File: config.mk
export PLATFORM = sky130hd
export DESIGN_NAME = memory_block_wrapper
export DESIGN_NICKNAME = d
export VERILOG_FILES = /design/src/rtl/memory_block_wrapper.sv
export SDC_FILE = /design/constraint.sdc
export NUM_CORES = 2
export LEC_CHECK = 0
export ABC_AREA = 0
export BUFFER_PORTS_ARGS = -buffer_cell sky130_fd_sc_hd__buf_2
export CORE_ASPECT_RATIO = 0.5
export CORE_UTILIZATION = 64
export DETAILED_ROUTE_END_ITERATION = 8
export HOLD_SLACK_MARGIN = 0.02
export PLACE_DENSITY_LB_ADDON = 0.3
export REMOVE_ABC_BUFFERS = 1
export SLEW_MARGIN = 5
export SYNTH_ARGS = -nofsm -noshare
export SYNTH_HDL_FRONTEND = slang
export SYNTH_SLANG_ARGS = --single-unit
File: constraint.sdc
create_clock -name clk -period 11.2 [get_ports clk]
set_clock_uncertainty 0.15 [all_clocks]
set_input_delay 0.56 -clock clk [delete_from_list [all_inputs] [get_ports clk]]
set_output_delay 0.56 -clock clk [all_outputs]
set_load 0.02 [all_outputs]
File: src/rtl/memory_block_wrapper.sv
// SPI-slave front end for a 256 x 8 single-port RAM. It takes 10-bit frames
// (2-bit command, 8-bit payload) and either latches an address, writes a word, or shifts read data out on MISO.
module memory_block_wrapper #(
    parameter int MEM_DEPTH = 256,
    parameter int ADDR_SIZE = 8
) (
    input  logic MOSI,
    output logic MISO,
    input  logic SS_n,
    input  logic clk,
    input  logic rst_n
);

    typedef enum logic [2:0] {IDLE, CMD, WR_ADDR, WR_DATA, RD_ADDR, RD_DATA, DONE} state_t;

    state_t               state, state_nxt;
    logic                 cmd_hi;
    logic [2:0]           bit_cnt;
    logic [7:0]           shreg;
    logic [7:0]           payload;
    logic [ADDR_SIZE-1:0] wr_addr, rd_addr;
    logic [7:0]           rd_data;
    logic [7:0]           mem [MEM_DEPTH];
    logic                 last_bit, wr_addr_ld, rd_addr_ld, mem_we;

    // The full payload exists only while the 8th payload bit is on MOSI.
    assign payload = {shreg[6:0], MOSI};

    always_ff @(posedge clk or negedge rst_n) begin
        if (!rst_n) state <= IDLE;
        else        state <= state_nxt;
    end

    always_comb begin
        state_nxt  = state;
        last_bit   = !SS_n && (bit_cnt == 3'd7);
        wr_addr_ld = 1'b0;
        rd_addr_ld = 1'b0;
        mem_we     = 1'b0;
        if (SS_n) begin
            state_nxt = IDLE;
        end else begin
            case (state)
                IDLE: state_nxt = CMD;
                CMD: begin
                    case ({cmd_hi, MOSI})
                        2'b00:   state_nxt = WR_ADDR;
                        2'b01:   state_nxt = WR_DATA;
                        2'b10:   state_nxt = RD_ADDR;
                        default: state_nxt = RD_DATA;
                    endcase
                end
                WR_ADDR: begin
                    wr_addr_ld = last_bit;
                    if (last_bit) state_nxt = DONE;
                end
                WR_DATA: begin
                    mem_we = last_bit;
                    if (last_bit) state_nxt = DONE;
                end
                RD_ADDR: begin
                    rd_addr_ld = last_bit;
                    if (last_bit) state_nxt = DONE;
                end
                RD_DATA: if (last_bit) state_nxt = DONE;
                DONE:    state_nxt = DONE;
                default: state_nxt = IDLE;
            endcase
        end
    end

    // MISO defaults low each edge; only the read-data shift drives it high.
    always_ff @(posedge clk or negedge rst_n) begin
        if (!rst_n) begin
            cmd_hi  <= 1'b0;
            bit_cnt <= 3'd0;
            shreg   <= 8'd0;
            wr_addr <= '0;
            rd_addr <= '0;
            rd_data <= 8'd0;
            MISO    <= 1'b0;
        end else begin
            rd_data <= mem[rd_addr];
            MISO    <= 1'b0;
            if (wr_addr_ld) wr_addr <= payload[ADDR_SIZE-1:0];
            if (rd_addr_ld) rd_addr <= payload[ADDR_SIZE-1:0];
            if (SS_n) begin
                bit_cnt <= 3'd0;
            end else begin
                case (state)
                    IDLE: begin
                        cmd_hi  <= MOSI;
                        bit_cnt <= 3'd0;
                    end
                    CMD: begin
                        bit_cnt <= 3'd0;
                        // Snapshot the prefetched word so the shift is immune to later writes.
                        if (cmd_hi && MOSI) begin
                            shreg <= rd_data;
                            MISO  <= rd_data[7];
                        end
                    end
                    WR_ADDR, WR_DATA, RD_ADDR: begin
                        shreg   <= payload;
                        bit_cnt <= bit_cnt + 3'd1;
                    end
                    RD_DATA: begin
                        bit_cnt <= bit_cnt + 3'd1;
                        if (bit_cnt != 3'd7) MISO <= shreg[6];
                        shreg <= {shreg[6:0], 1'b0};
                    end
                    default: ;
                endcase
            end
        end
    end

    always_ff @(posedge clk) begin
        if (mem_we) mem[wr_addr] <= payload;
    end

endmodule

==> results.md <==
Synth:
- After synthesis the cells add up to 81000 sq um.
- The xor/xnor cell area share of the yosys netlist is 0.0108%.
- The share of cell area taken by muxes after synthesis is 14.5%.
- The most common flop cell mapped by yosys is sky130_fd_sc_hd__edfxtp_1.
- The post-synthesis share of cell area spent on and, or, nand and nor gates is 2.77%.
- The post-synthesis sequential element count is 2087.
- Averaged over all synthesized cells, the footprint is 21.0 sq um.
- Of the synthesized area, sequential elements account for 77.1%.
- The adder-cell share of the synthesized area is 0.0309%.
- The fraction of registers with async set/reset is 1.87%.
- Synthesis produced 3851 cells.
- The count of yosys warnings during synthesis is 0.
- The area fraction in compound gates after synthesis is 3.55%.
- The number of synthesized flops with an enable pin is 2048.
- The largest family of logic cells by synthesized area is multiplexers.
- The count of different cell masters after synthesis is 62.

Clock network:
- The number of clock buffers added by TritonCTS is 169.
- The clock transition at the registers of the reported paths is 70 ps.
- The sink count of the clock tree is 2087.
- The setup fix buffers added after clock tree synthesis is 0.
- The clock insertion delay at the later pin of the skew report is 800 ps.
- The CTS tree is yes.
- In this run the deepest clock path goes through 3 buffers.
- CTS built an H-tree with a depth of 4.
- The clock root buffer is sky130_fd_sc_hd__clkbuf_16.

Setup path:
- The worst path arrival time is 5880 ps.
- STA classifies the critical path startpoint as a flop.
- The launching point of the worst reg2reg path is rd_addr[0].
- For the worst setup path, the data required time is 11670 ps.
- Traced cell by cell, the critical path runs through buf_4 > buf_4 > mux4_2 > a22oi_1 > a21oi_1 > nor4_1 > nor4_2.
- The critical setup path kind is reg2reg.
- The cell that appears most often on the critical path is sky130_fd_sc_hd__buf_4.
- The critical path endpoint category is a flop.
- The worst register-to-register path has a depth of 7.
- Across all register-to-register paths, the minimum setup slack is 5790 ps.
- The largest fanout on the critical path is 51.
- The slowest cell on the critical path is sky130_fd_sc_hd__nor4_1.
- The end of the worst register-to-register path is rd_data[7].
- The largest single stage delay on the critical path is 1180 ps.
- Tracing the worst setup path back leads to its startpoint at rd_addr[0].

Cells and area:
- The count of cells in the finished layout, fillers not included, comes to 5666.
- The final layout contains 3860 nets.
- The layout has 7106 filler cells.
- Summing all non-filler instances in the final layout gives an area of 87600 sq um.
- In the layout the commonest cells are sky130_fd_sc_hd__edfxtp_1, sky130_fd_sc_hd__mux4_2, sky130_fd_sc_hd__nor2_1, sky130_fd_sc_hd__clkbuf_16, sky130_fd_sc_hd__mux2i_1.
- Relative to the synthesized area, the layout overhead comes to 8.19%.
- Of the cells placed in the final design, the portion with a size suffix greater than 1 is 20.0%.
- The most common library cell in the layout ignoring fill and taps is sky130_fd_sc_hd__edfxtp_1.

STA:
- The highest achievable clock rate is 185 MHz.
- The final max-slew violation count is 0.
- The post-route minimum period is 5410 ps.
- The transition time at the pin with the least slew margin is 1400 ps.
- The final worst setup slack is 5790 ps.
- Setup repair after global routing left no endpoint under its margin.
- The total count of hold-check failures in the final report came to 0.
- The period utilization is 48.3%.
- The max-slew headroom at the worst pin is 5.86%.
- Setup violations remaining at the end of the flow were counted as 0.
- The worst hold margin is 183 ps.

GRT:
- The pin count of the biggest net entering global routing is 179.
- Global routing used 30.3% of the available tracks.
- The number of global-route vias before repair is 39700.
- The wire length of the first global-routing pass is 276000 microns.
- Global routing finished with a remaining overflow of 0.
- The number of antenna violations at the first check in global routing is 1.

Detailed routing:
- Using the TritonRoute via totals, the vias-per-cell ratio works out to 7.13.
- The wire length on met2 is 89700 microns.
- For this run, design rule violations remaining after detail routing come to 0.
- The detailed router used layers up to and including met5.
- The first-pass iteration count of the detailed router is 6.
- The number of DRC markers in iteration 0 is 6286.
- Wire segments on met3 add up to 24300 microns in the final route.
- Across all layers, the routed design uses 40400 vias.
- The final layout contains routed wiring with a total length of 191000 microns.
- After detailed routing, the average wire length per cell comes to 33.7 microns.
- After detailed routing, the wire length on met1 is 70300 microns.
- The residual antenna-violating net count after detailed routing is 0.

Placement:
- Once placement completed, the tool counted placed cells totaling 5355.
- The weighted congestion reported at the end of routability-driven placement is 0.886.
- The HPWL after detailed placement is 109000 microns.
- Port buffering added 4 buffers.
- The cell area after placement is 82200 sq um.
- At the placement stage, the worst setup path has a slack of 5860 ps.

Die:
- The die is 505 microns wide.
- The number of placed I/O pins is 5.
- The area of the core is 124000 sq um.
- The floorplan step set the die height to 254 microns.
- The starting density of the core is 65.1%.
- The row count is 91.
- The die covers 128000 sq um.

Min path:
- The number of cells traversed by the worst hold path is 1.
- The class of the most critical hold timing path is in2reg.
- The origin of the worst min-delay path is MOSI.
- The worst hold endpoint is mem[225][0].

Power and ir drop:
- Power spread over the standard cell area amounts to 190 nW/um^2.
- The design draws 16600 uW.
- The reported leakage power is 0.0260 uW.
- Across the VDD grid, the largest voltage drop is 0.202 mV.

Run:
- Max-cap violations in this run came to 0.

Run status:
- The flow ran to the end, and the final reports show no timing, DRC or antenna violations.
[where the power goes]
group	internal, uW	leakage, uW	switching [uW]
clock network	3220	0.00265	2740
registers	9520	0.0190	292
logic	86.6	0.00432	790
total	12800	0.0260	3820
[final cells by class]
class	instances	area (sq um)	area share, %
Clock buffer	208	4510	5.15
Tap cell	1674	2090	2.39
Multi-Input combinational cell	1530	17000	19.4
Antenna cell	2	5.00	0.00571
Inverter	4	15.0	0.0171
Timing Repair Buffer	62	557	0.635
Clock inverter	99	916	1.05
Sequential cell	2087	62500	71.3
[metrics by stage]
step | util [%] | TNS (ps)
6_report | 70.5 | 0
4_1_cts | 70.5 | 0
3_3_place_gp | 66.1 | 0
5_1_grt | 70.5 | 0
3_5_place_dp | 66.1 | 0
2_1_floorplan | - | -111560
[kinds of logic after synthesis]
kind of cell             count (synthesis)
AO/OA/AOI/OAI                          412
flip-flops                            2087
buffers and inverters                  234
adder cells (fa/ha/maj)                  2
multiplexers                           619
AND/OR/NAND/NOR                        496
XOR/XNOR                                 1
[worst max path at each step]
stage	endpoint	cells after the start	slack, ps
floorplan	rd_data[4]	6	-13320
detailed placement	rd_data[7]	7	5860
global route	rd_data[7]	7	5570
global placement	rd_data[1]	7	5890
CTS	rd_data[7]	7	5810
finish	rd_data[7]	7	5790
[cells in the mapped netlist (all sizes together) (23+ instances only)]
master  count  area [sq um]
nand3      23           115
mux4      442          9980
edfxtp   2048         61500
dfrtp      39           976
nand2      60           225
buf       124          1180
nor4       27           219
o221ai     40           350
o21ai      24           120
nor3       26           135
clkbuf    106           398
a22oi     149          1120
mux2i     159          1590
nor2      297          1110
a21oi      88           440
o22ai      38           238
[state kept, by name, indices dropped and copies added, names as in the netlist]
register / count
rd_data: 8
cmd_hi: 1
bit_cnt: 3
state: 3
mem: 2048
wr_addr: 8
rd_addr: 8
shreg: 7
MISO: 1
[metal layers]
layer  GRT usage [%]  vias up
met5               0        -
met4            10.9        2
met3            7.87      424
met2            46.6     2848
met1            42.9    21000
li1                -    16100
[critical path, delay by kind of cell, from the launching register on]
kind | cells | cell delay [ps]
buf+inv | 2 | 1790
simple gates | 2 | 1260
flops | 1 | 870
mux | 1 | 640
compound gates | 2 | 420
[repair_timing]
| item | CTS | global route |
|---|---|---|
| hold buffers | 2 | 0 |
| resized for setup | 0 | 0 |
| endpoints found under the hold margin | 46 | 0 |
Power figures use the tool's default switching activity.
